### config.mk
export PLATFORM = sky130hd
export DESIGN_NAME = johnson_phase_monitor
export DESIGN_NICKNAME = d
export VERILOG_FILES = /design/src/rtl/johnson_pkg.sv /design/src/rtl/johnson_phase_monitor_decode.sv /design/src/rtl/johnson_phase_monitor.sv
export SDC_FILE = /design/constraint.sdc
export NUM_CORES = 1
export LEC_CHECK = 0
export ABC_AREA = 0
export ABC_CLOCK_PERIOD_IN_PS = 4300
export BUFFER_PORTS_ARGS = -buffer_cell sky130_fd_sc_hd__buf_2
export CAP_MARGIN = 15
export CORE_MARGIN = 4
export CORE_UTILIZATION = 60
export CTS_CLUSTER_DIAMETER = 50
export DETAILED_ROUTE_END_ITERATION = 10
export HOLD_SLACK_MARGIN = 0.05
export PLACE_DENSITY_LB_ADDON = 0.25
export SETUP_SLACK_MARGIN = 0.2
export SLEW_MARGIN = 15
export SYNTH_ARGS = -nofsm -noshare
export SYNTH_HDL_FRONTEND = slang
export SYNTH_SLANG_ARGS = --single-unit
### constraint.sdc
create_clock -name clk -period 4.3 [get_ports clk]
set_input_delay 1.075 -clock clk [delete_from_list [all_inputs] [get_ports clk]]
set_output_delay 1.075 -clock clk [all_outputs]
set_load 0.1 [all_outputs]
### src/rtl/johnson_pkg.sv
// Shared types and the reference Johnson-code decoder used by the phase monitor
// and by the Johnson counter's own self-check.
package johnson_pkg;

  typedef enum logic [1:0] {
    SEARCH = 2'd0,
    ACQ    = 2'd1,
    LOCKED = 2'd2,
    LOST   = 2'd3
  } lock_state_t;

  localparam int MAX_W     = 16;
  localparam int DEF_WIDTH = 4;
  localparam int NPH       = 2 * DEF_WIDTH;

  typedef struct packed {
    logic       legal;
    logic [4:0] idx;
  } jc_dec_t;

  // Codes wider than 'width' must arrive zero-extended; only the low 'width' bits may be set.
  function automatic jc_dec_t jc_decode(input logic [MAX_W-1:0] code, input int width);
    jc_dec_t          r;
    logic [MAX_W-1:0] mask;
    logic [MAX_W-1:0] ones;
    r    = '0;
    mask = '0;
    for (int i = 0; i < MAX_W; i++) begin
      if (i < width) mask[i] = 1'b1;
    end
    for (int k = 0; k <= MAX_W; k++) begin
      ones = '0;
      for (int i = 0; i < MAX_W; i++) begin
        if (i < k) ones[i] = 1'b1;
      end
      if ((k <= width) && (code == ones)) begin
        r.legal = 1'b1;
        r.idx   = 5'(k);
      end
      if ((k >= 1) && (k < width) && (code == (mask & ~ones))) begin
        r.legal = 1'b1;
        r.idx   = 5'(width + k);
      end
    end
    return r;
  endfunction

endpackage

### src/rtl/johnson_phase_monitor_decode.sv
// Combinational Johnson-code decoder: q -> legal flag, phase index and one-hot phase.
module johnson_decode
  import johnson_pkg::*;
#(
  parameter int WIDTH = 4
) (
  input  logic [WIDTH-1:0]           q,
  output logic                       legal,
  output logic [$clog2(2*WIDTH)-1:0] phase_idx,
  output logic [2*WIDTH-1:0]         phase_oh
);

  localparam int IDX_W = $clog2(2 * WIDTH);

  jc_dec_t dec;

  always_comb begin
    dec       = jc_decode(MAX_W'(q), WIDTH);
    legal     = dec.legal;
    phase_idx = IDX_W'(dec.idx);
    phase_oh  = '0;
    if (dec.legal) phase_oh[phase_idx] = 1'b1;
  end

endmodule

### src/rtl/johnson_phase_monitor.sv
// Samples a Johnson counter, decodes its phase, checks every step, tracks lock and
// counts faults with a saturating counter.
module johnson_phase_monitor
  import johnson_pkg::*;
#(
  parameter int WIDTH    = 4,
  parameter int LOCK_CNT = 8,
  parameter int ERR_W    = 8
) (
  input  logic                       clk,
  input  logic                       clear,
  input  logic [WIDTH-1:0]           q_in,
  input  logic                       clr_err,
  output logic [$clog2(2*WIDTH)-1:0] phase_idx,
  output logic [2*WIDTH-1:0]         phase_oh,
  output logic                       legal,
  output logic                       wrap,
  output logic                       step_err,
  output logic                       locked,
  output logic [ERR_W-1:0]           err_cnt
);

  localparam int PHASES = 2 * WIDTH;
  localparam int IDX_W  = $clog2(PHASES);
  localparam int GOOD_W = $clog2(LOCK_CNT + 1);

  logic [WIDTH-1:0]  q_s;
  logic              s_valid;
  logic              prev_valid;
  logic              dec_legal;
  logic [IDX_W-1:0]  dec_idx;
  logic [IDX_W-1:0]  next_idx;
  logic [PHASES-1:0] dec_oh;
  logic              is_hold;
  logic              is_adv;
  logic              is_bad;
  logic              fault;
  lock_state_t       state;
  lock_state_t       state_nxt;
  logic [GOOD_W-1:0] good;
  logic [GOOD_W-1:0] good_nxt;

  // s_valid keeps the post-reset q_s=0 from being judged as a real sample.
  always_ff @(posedge clk) begin
    if (clear) begin
      q_s     <= '0;
      s_valid <= 1'b0;
    end else begin
      q_s     <= q_in;
      s_valid <= 1'b1;
    end
  end

  johnson_decode #(.WIDTH(WIDTH)) u_decode (
    .q         (q_s),
    .legal     (dec_legal),
    .phase_idx (dec_idx),
    .phase_oh  (dec_oh)
  );

  // phase_idx always holds the last legal phase, so it doubles as the previous phase.
  always_comb begin
    next_idx = (phase_idx == IDX_W'(PHASES - 1)) ? '0 : phase_idx + IDX_W'(1);
    is_hold  = s_valid & dec_legal & prev_valid & (dec_idx == phase_idx);
    is_adv   = s_valid & dec_legal & prev_valid & (dec_idx == next_idx);
    is_bad   = s_valid & dec_legal & prev_valid & ~is_hold & ~is_adv;
    fault    = s_valid & (~dec_legal | is_bad);
  end

  always_ff @(posedge clk) begin
    if (clear) begin
      phase_idx  <= '0;
      phase_oh   <= '0;
      legal      <= 1'b0;
      wrap       <= 1'b0;
      step_err   <= 1'b0;
      prev_valid <= 1'b0;
      err_cnt    <= '0;
    end else begin
      if (clr_err) begin
        err_cnt <= '0;
      end else if (fault && (err_cnt != '1)) begin
        err_cnt <= err_cnt + ERR_W'(1);
      end
      if (s_valid) begin
        legal      <= dec_legal;
        phase_oh   <= dec_oh;
        wrap       <= is_adv & (dec_idx == '0);
        step_err   <= is_bad;
        prev_valid <= dec_legal;
        if (dec_legal) phase_idx <= dec_idx;
      end
    end
  end

  always_ff @(posedge clk) begin
    if (clear) begin
      state <= SEARCH;
      good  <= '0;
    end else begin
      state <= state_nxt;
      good  <= good_nxt;
    end
  end

  always_comb begin
    state_nxt = state;
    good_nxt  = good;
    if (s_valid) begin
      case (state)
        SEARCH: begin
          if (dec_legal) begin
            state_nxt = ACQ;
            good_nxt  = '0;
          end
        end
        ACQ: begin
          if (fault) begin
            state_nxt = SEARCH;
          end else if (is_adv) begin
            if (good == GOOD_W'(LOCK_CNT - 1)) state_nxt = LOCKED;
            else                               good_nxt  = good + GOOD_W'(1);
          end
        end
        LOCKED: begin
          if (fault) state_nxt = LOST;
        end
        LOST:    state_nxt = SEARCH;
        default: state_nxt = SEARCH;
      endcase
    end
  end

  always_comb begin
    locked = (state == LOCKED);
  end

endmodule
-- Word-level counts from Yosys, hierarchy flattened
Index checks and enable logic that the tools add are counted.
- flip-flop bits (word level): 33
- input port bits: 7
- word-level logic and storage cells: 83
- add/subtract/negate cells: 3
- order comparisons: 2
- equal/unequal tests: 22
- muxes and demuxes: 24
- bitwise operators: 12
- reductions and logical operators: 10
- operator list (operator ; count):
    $mux 6 ; 8
    $eq 4x4->1 const B ; 4
    $mux 4 ; 4
    $mux 2 ; 5
    $add 8x1->8 const B ; 1
    $and 1x1->1 ; 8
    $eq 4x3->1 const B ; 2
    $mux 8 ; 1
    $ne 8x8->1 const B ; 1
    $pmux 2 s4 ; 1
    $pmux 4 s2 ; 1
    $eq 3x3->1 ; 2
    $ne 2x2->1 const B ; 3
    $ne 3x3->1 const B ; 2
    $reduce_and 6->1 ; 1
    $reduce_and 5->1 ; 1
    $add 4x1->4 const B ; 1
    $eq 2x2->1 const B ; 2
    $eq 4x1->1 const B ; 1
    $eq 4x2->1 const B ; 1
    $logic_not 4->1 ; 1
    $lt 3x4->1 const B ; 1
    $ne 2x1->1 const B ; 2
    $add 3x1->3 const B ; 1
    other kinds (14) ; 18

-- Logic depth before layout (Yosys ltp)
- depth in word-level cells: 19
- mapped depth: 9
- depth with buffers taken out: 8

-- Modules after synthesis
Synthesis repeated with hierarchy kept, for this count alone.
- cells, all modules: 191
- area, all modules: 1697.9 um2
- modules (own cells, without submodules) (module ; times used ; cells an instance ; area each (um2)):
    johnson_phase_monitor ; 1 ; 166 ; 1505.2
    johnson_decode ; 1 ; 25 ; 192.7

-- Worst setup path before layout
No wires, ideal clock.
- path kind: flip-flop to flip-flop
- start point: register phase_idx[0]
- end point: register state[0]
- library setup time: 0.119 ns
- arrival time: 2.768 ns
- path slack: 1.413 ns
- cell stages (with the launch flop): 9
- path buffers: 1
- period minus slack after synthesis: 2.887 ns
- cell sequence: dfxtp_1 ha_1 ha_1 a211o_1 a311oi_1 a311o_1 buf_2 mux2i_1 o221a_1
- longest elaborated chain between the ends: 10
- ends and longest elaborated chain (element ; RTL line ; text):
    start, declared ; johnson_phase_monitor.sv:14 ; output logic [$clog2(2*WIDTH)-1:0] phase_idx,
    start signal, assigned ; johnson_phase_monitor.sv:91 ; if (dec_legal) phase_idx <= dec_idx;
    $add 3x1->3 / $eq 3x3->1 (equally long branches) ; johnson_phase_monitor.sv:63 ; next_idx = (phase_idx == IDX_W'(PHASES - 1)) ? '0 : phase_idx + IDX_W'(1);
    $mux 3 ; johnson_phase_monitor.sv:63 ;
    $eq 3x3->1 ; johnson_phase_monitor.sv:65 ; is_adv = s_valid & dec_legal & prev_valid & (dec_idx == next_idx);
    $and 1x1->1 ; johnson_phase_monitor.sv:65 ;
    $not 1->1 ; johnson_phase_monitor.sv:66 ; is_bad = s_valid & dec_legal & prev_valid & ~is_hold & ~is_adv;
    $and 1x1->1 ; johnson_phase_monitor.sv:66 ;
    $or 1x1->1 ; johnson_phase_monitor.sv:67 ; fault = s_valid & (~dec_legal | is_bad);
    $and 1x1->1 ; johnson_phase_monitor.sv:67 ;
    $ne 3x3->1 (no line) (tied with other cells) ; n/a ;
    $reduce_and 5->1 (no line) / $pmux 2 s4 (equally long branches) ; n/a ;
    end signal, assigned ; johnson_phase_monitor.sv:101 ; state <= state_nxt;
    end, declared ; johnson_phase_monitor.sv:38 ; lock_state_t state;
Several ways; a longest one is shown, not always the timed one.
A chain may end at the register's enable or synchronous reset.

-- Worst setup path after layout
- start point: register q_s[2]
- end point: register err_cnt[6]
- longest elaborated chain between the ends: 18
- ends and longest elaborated chain (element ; RTL line ; text):
    start, declared ; johnson_phase_monitor.sv:27 ; logic [WIDTH-1:0] q_s;
    start signal, assigned ; johnson_phase_monitor.sv:49 ; q_s <= q_in;
    $logic_not 4->1 ; johnson_pkg.sv:36 ; if ((k <= width) && (code == ones)) begin
    $mux 6 (2 in series) ; johnson_pkg.sv:36 ;
    $mux 6 ; johnson_pkg.sv:40 ; if ((k >= 1) && (k < width) && (code == (mask & ~ones))) begin
    $mux 6 ; johnson_pkg.sv:36 ;
    $mux 6 ; johnson_pkg.sv:40 ;
    $mux 6 ; johnson_pkg.sv:36 ;
    $mux 6 ; johnson_pkg.sv:40 ;
    $mux 6 * ; johnson_pkg.sv:36 ;
    $and 1x1->1 (2 in series) ; johnson_phase_monitor.sv:64, johnson_phase_monitor.sv:65, johnson_phase_monitor.sv:66 ;
    $and 1x1->1 ; johnson_phase_monitor.sv:64 ; is_hold = s_valid & dec_legal & prev_valid & (dec_idx == phase_idx);
    $not 1->1 ; johnson_phase_monitor.sv:66 ;
    $and 1x1->1 (2 in series) ; johnson_phase_monitor.sv:66 ;
    $or 1x1->1 * ; johnson_phase_monitor.sv:67 ;
    $and 1x1->1 * ; johnson_phase_monitor.sv:67 ;
    $logic_and 1x1->1 * ; johnson_phase_monitor.sv:82 ; end else if (fault && (err_cnt != '1)) begin
    end signal, assigned ; johnson_phase_monitor.sv:83 ; err_cnt <= err_cnt + ERR_W'(1);
    end, declared ; johnson_phase_monitor.sv:20 ; output logic [ERR_W-1:0] err_cnt
Mark *: on every way between the ends. The rest lies on a longest branch, timed or not.

==> results.tsv <==
stage	metric	value	unit
status	status	finished, final reports clean	
floorplanning	IO Count	30	
job	Max Cap Viol	0	
pwr	Peak VDD IR	0.198	mV
timing	fin crit period	2.70	ns
detailed_routing	TritonRoute pass-1 iters	4	
placement	hpwl dp	2820	um
timing	RSZ-0062 raised after global routing	no	
global_route	gr usage total	0.216	
critical_path	Critical Path Source Type	register	
critical_path	Crit. End Element	register	
finish	Core Util, Final	0.686	
detailed_routing	Vias/cell	5.86	
floorplanning	FP Rows	20	
pwr	combinational power share	0.184	
detailed_routing	WL/cell	13.7	um
timing	final setup fails	0	
finish	fill cell count	272	
yosys	synthesis-stage register bit count	33	
finish	Nets	264	
placement	port bufs	29	
yosys	Post-synth ARST share	0	
finish	Synth-to-Final Area Change	9.50	%
detailed_routing	via count	1739	
clock_tree	CTS sink cnt	33	
clock_tree	clk root buf	clkbuf_4	
timing	Pins Over Slew Limit	0	
global_route	Top Usage Layer GRT	met2	
pwr	Pint	0.429	mW
detailed_routing	Routed Antenna Nets	0	
pwr	Reg power frac	0.526	
clock_tree	Clk Latency, worst-skew pair	0.34	ns
pwr	Switching Share	0.326	
timing	Fin Setup TNS	0	ns
hold_path	class of the worst hold path	reg2reg	
floorplanning	Die Width	64.2	um
global_route	met1 global-route usage	0.299	
floorplanning	Die Footprint	4120	um2
yosys	Syn Std Cell Area	1900	um2
timing	f_max	371	MHz
global_route	global route overflow	0	
global_route	met2 Resource Use GR	0.325	
clock_tree	CTS Buffer Depth	2	
yosys	Ys Warns	0	
pwr	Design Power	0.637	mW
yosys	cell count after synthesis	234	
yosys	number of flops mapped to enable cells by yosys	0	
yosys	dominant synthesized flop cell	dfxtp_1	
pwr	Psw	0.208	mW
yosys	Seq/Total Area, Yosys	0.349	
floorplanning	Die Span Y	64.2	um
clock_tree	post_cts resized	0	
detailed_routing	WL final	4070	um
clock_tree	Post-CTS Setup Bufs	0	
timing	final hold violations	0	
yosys	Post-Syn Area per Cell	8.10	um2
critical_path	crit path kind	reg2reg	
yosys	Net Count, Synth	245	
detailed_routing	Starting DRT DRC Count	111	
detailed_routing	DRC	0	
global_route	vias in the first global route	1543	
clock_tree	CTS tree	yes	
pwr	Pwr per Cell Area	307	nW/um2
global_route	antenna violations before repair	0	
finish	ant diodes	0	
timing	Setup Skew	0.00851	ns
timing	Worst slew margin	0.518	
finish	Design Area, Final	2080	um2
clock_tree	hold_buf cts	0	
finish	share of layout cells above drive strength 1	0.174	
floorplanning	core area	3030	um2
finish	commonest cells after routing, fill and taps aside	33 x dfxtp_1, 29 x buf_2, 27 x nand2_1, 27 x a21oi_1, 13 x nor2_1	
timing	fin crit share	0.627	
timing	Slew @ Worst Pin	0.721	ns
clock_tree	H-tree depth reported by CTS	2	
critical_path	required time of the worst setup path	4.54	ns
clock_tree	CTS clock-pin slew for the worst setup and hold paths	0.10	ns
pwr	Clock Power Share	0.290	
floorplanning	Starting Density	0.626	
global_route	GR Util met3	0.0650	
clock_tree	Num CTS Buffers	5	
global_route	first-pass GRT wire length	7050	um
finish	leading cell type in the layout, fill and taps excluded	dfxtp_1	
pwr	P_leak	0.825	nW
critical_path	critical-path maximum fanout	16	
placement	dpl cell area	2020	um2
placement	GP Congestion	0.797	
critical_path	WP data arrival	2.94	ns
global_route	pin count of the biggest net entering global routing	33	
yosys	distinct cell type count after synthesis	55	
==> path summary, 6_finish.rpt <==
kind | startpoint | end | slack (ns) | depth (start not counted)
setup / recovery | q_s[2]$_SDFF_PP0_ | err_cnt[6]$_SDFFE_PP0P_ | 1.60 | 6
hold / removal | phase_oh[6]$_SDFFE_PP0P_ | phase_oh[6]$_SDFFE_PP0P_ | 0.47 | 2
setup reg to reg | q_s[2]$_SDFF_PP0_ | err_cnt[6]$_SDFFE_PP0P_ | 1.60 | 6
hold reg to reg | phase_oh[6]$_SDFFE_PP0P_ | phase_oh[6]$_SDFFE_PP0P_ | 0.47 | 2
==> state kept, by name, indices dropped and copies added, names as in the netlist, named ones only <==
register and cells:
good 4, wrap 1, state 1, phase_idx 3, prev_valid 1, phase_oh 8
s_valid 1, q_s 4, err_cnt 8, step_err 1
==> layer usage <==
| metal | vias to the layer above | routed length (um) | share of wire |
|---|---|---|---|
| met5 | - | 0 | 0 |
| met4 | 0 | 51 | 0.013 |
| met3 | 5 | 246 | 0.060 |
| met2 | 45 | 1790 | 0.44 |
| met1 | 800 | 1990 | 0.49 |
| li1 | 889 | - | - |
==> critical path, cell delays in order, from the launching register on <==
cell     delay [ns]
dfxtp_1        0.66
inv_1          0.27
a22o_1         0.26
mux4_2         0.44
a311o_1        0.52
and2_0         0.23
o221a_1        0.21
==> power by group through the flow <==
stage	logic, mW	registers [mW]	clock network (mW)
global route	0.127	0.337	0.201
CTS	0.117	0.334	0.188
detailed placement	0.116	0.341	0
floorplan	0.0783	0.361	0
global placement	0.116	0.341	0
finish	0.117	0.335	0.185
==> kinds of logic (layout without fill, tap and decap cells) <==
logic type,Yosys count,count (layout),share of synthesized area
and+or+nand+nor,98,98,0.274
AOI/OAI and AO/OA,58,58,0.200
muxes,14,14,0.0818
xor gates and xnor gates,3,3,0.0139
DFF,33,33,0.349
buffers and inverters,24,43,0.0555
adders and majority gates,4,4,0.0264
==> final cells by class <==
| cell class | count | area, um2 | area share |
|---|---|---|---|
| multi-input cells | 177 | 1130 | 0.544 |
| flip-flops and latches | 33 | 661 | 0.318 |
| repair buffers | 29 | 145 | 0.0699 |
| well taps | 44 | 55.1 | 0.0265 |
| clock buffers | 6 | 51.3 | 0.0247 |
| inverters | 7 | 26.3 | 0.0127 |
| clock inverters | 1 | 7.51 | 0.00362 |
==> per-stage QoR <==
stage          hold slack (ns)  cells  worst slack (ns)
3_3_place_gp             0.451    290              1.70
4_1_cts                  0.470    297              1.64
6_report                 0.465    297              1.60
5_1_grt                  0.501    297              1.41
3_5_place_dp             0.451    290              1.66
2_1_floorplan            0.439    234              1.41
==> cell usage after synthesis, drive strengths merged (2+ instances only) <==
cell / number / area (um2)
o21ai: 4 / 20.0
nand2b: 5 / 38.8
mux2: 2 / 22.5
nand2: 27 / 101
clkbuf: 10 / 37.5
a2bb2oi: 2 / 17.5
nand4: 8 / 50.1
nor2: 13 / 48.8
o211ai: 2 / 15.0
a311oi: 2 / 17.5
dfxtp: 33 / 661
and2: 3 / 18.8
xnor2: 2 / 17.5
nand3: 9 / 45.0
nand3b: 4 / 30.0
inv: 7 / 26.3
buf: 7 / 41.3
nor3: 6 / 30.0
a31oi: 3 / 18.8
mux2i: 11 / 110
o21bai: 2 / 15.0
o221a: 2 / 22.5
a21oi: 27 / 135
nor2b: 7 / 46.3
a21boi: 3 / 26.3
ha: 4 / 50.1
or3: 6 / 37.5
and3: 5 / 31.3
Note: power is estimated with default switching activity, not from simulation.
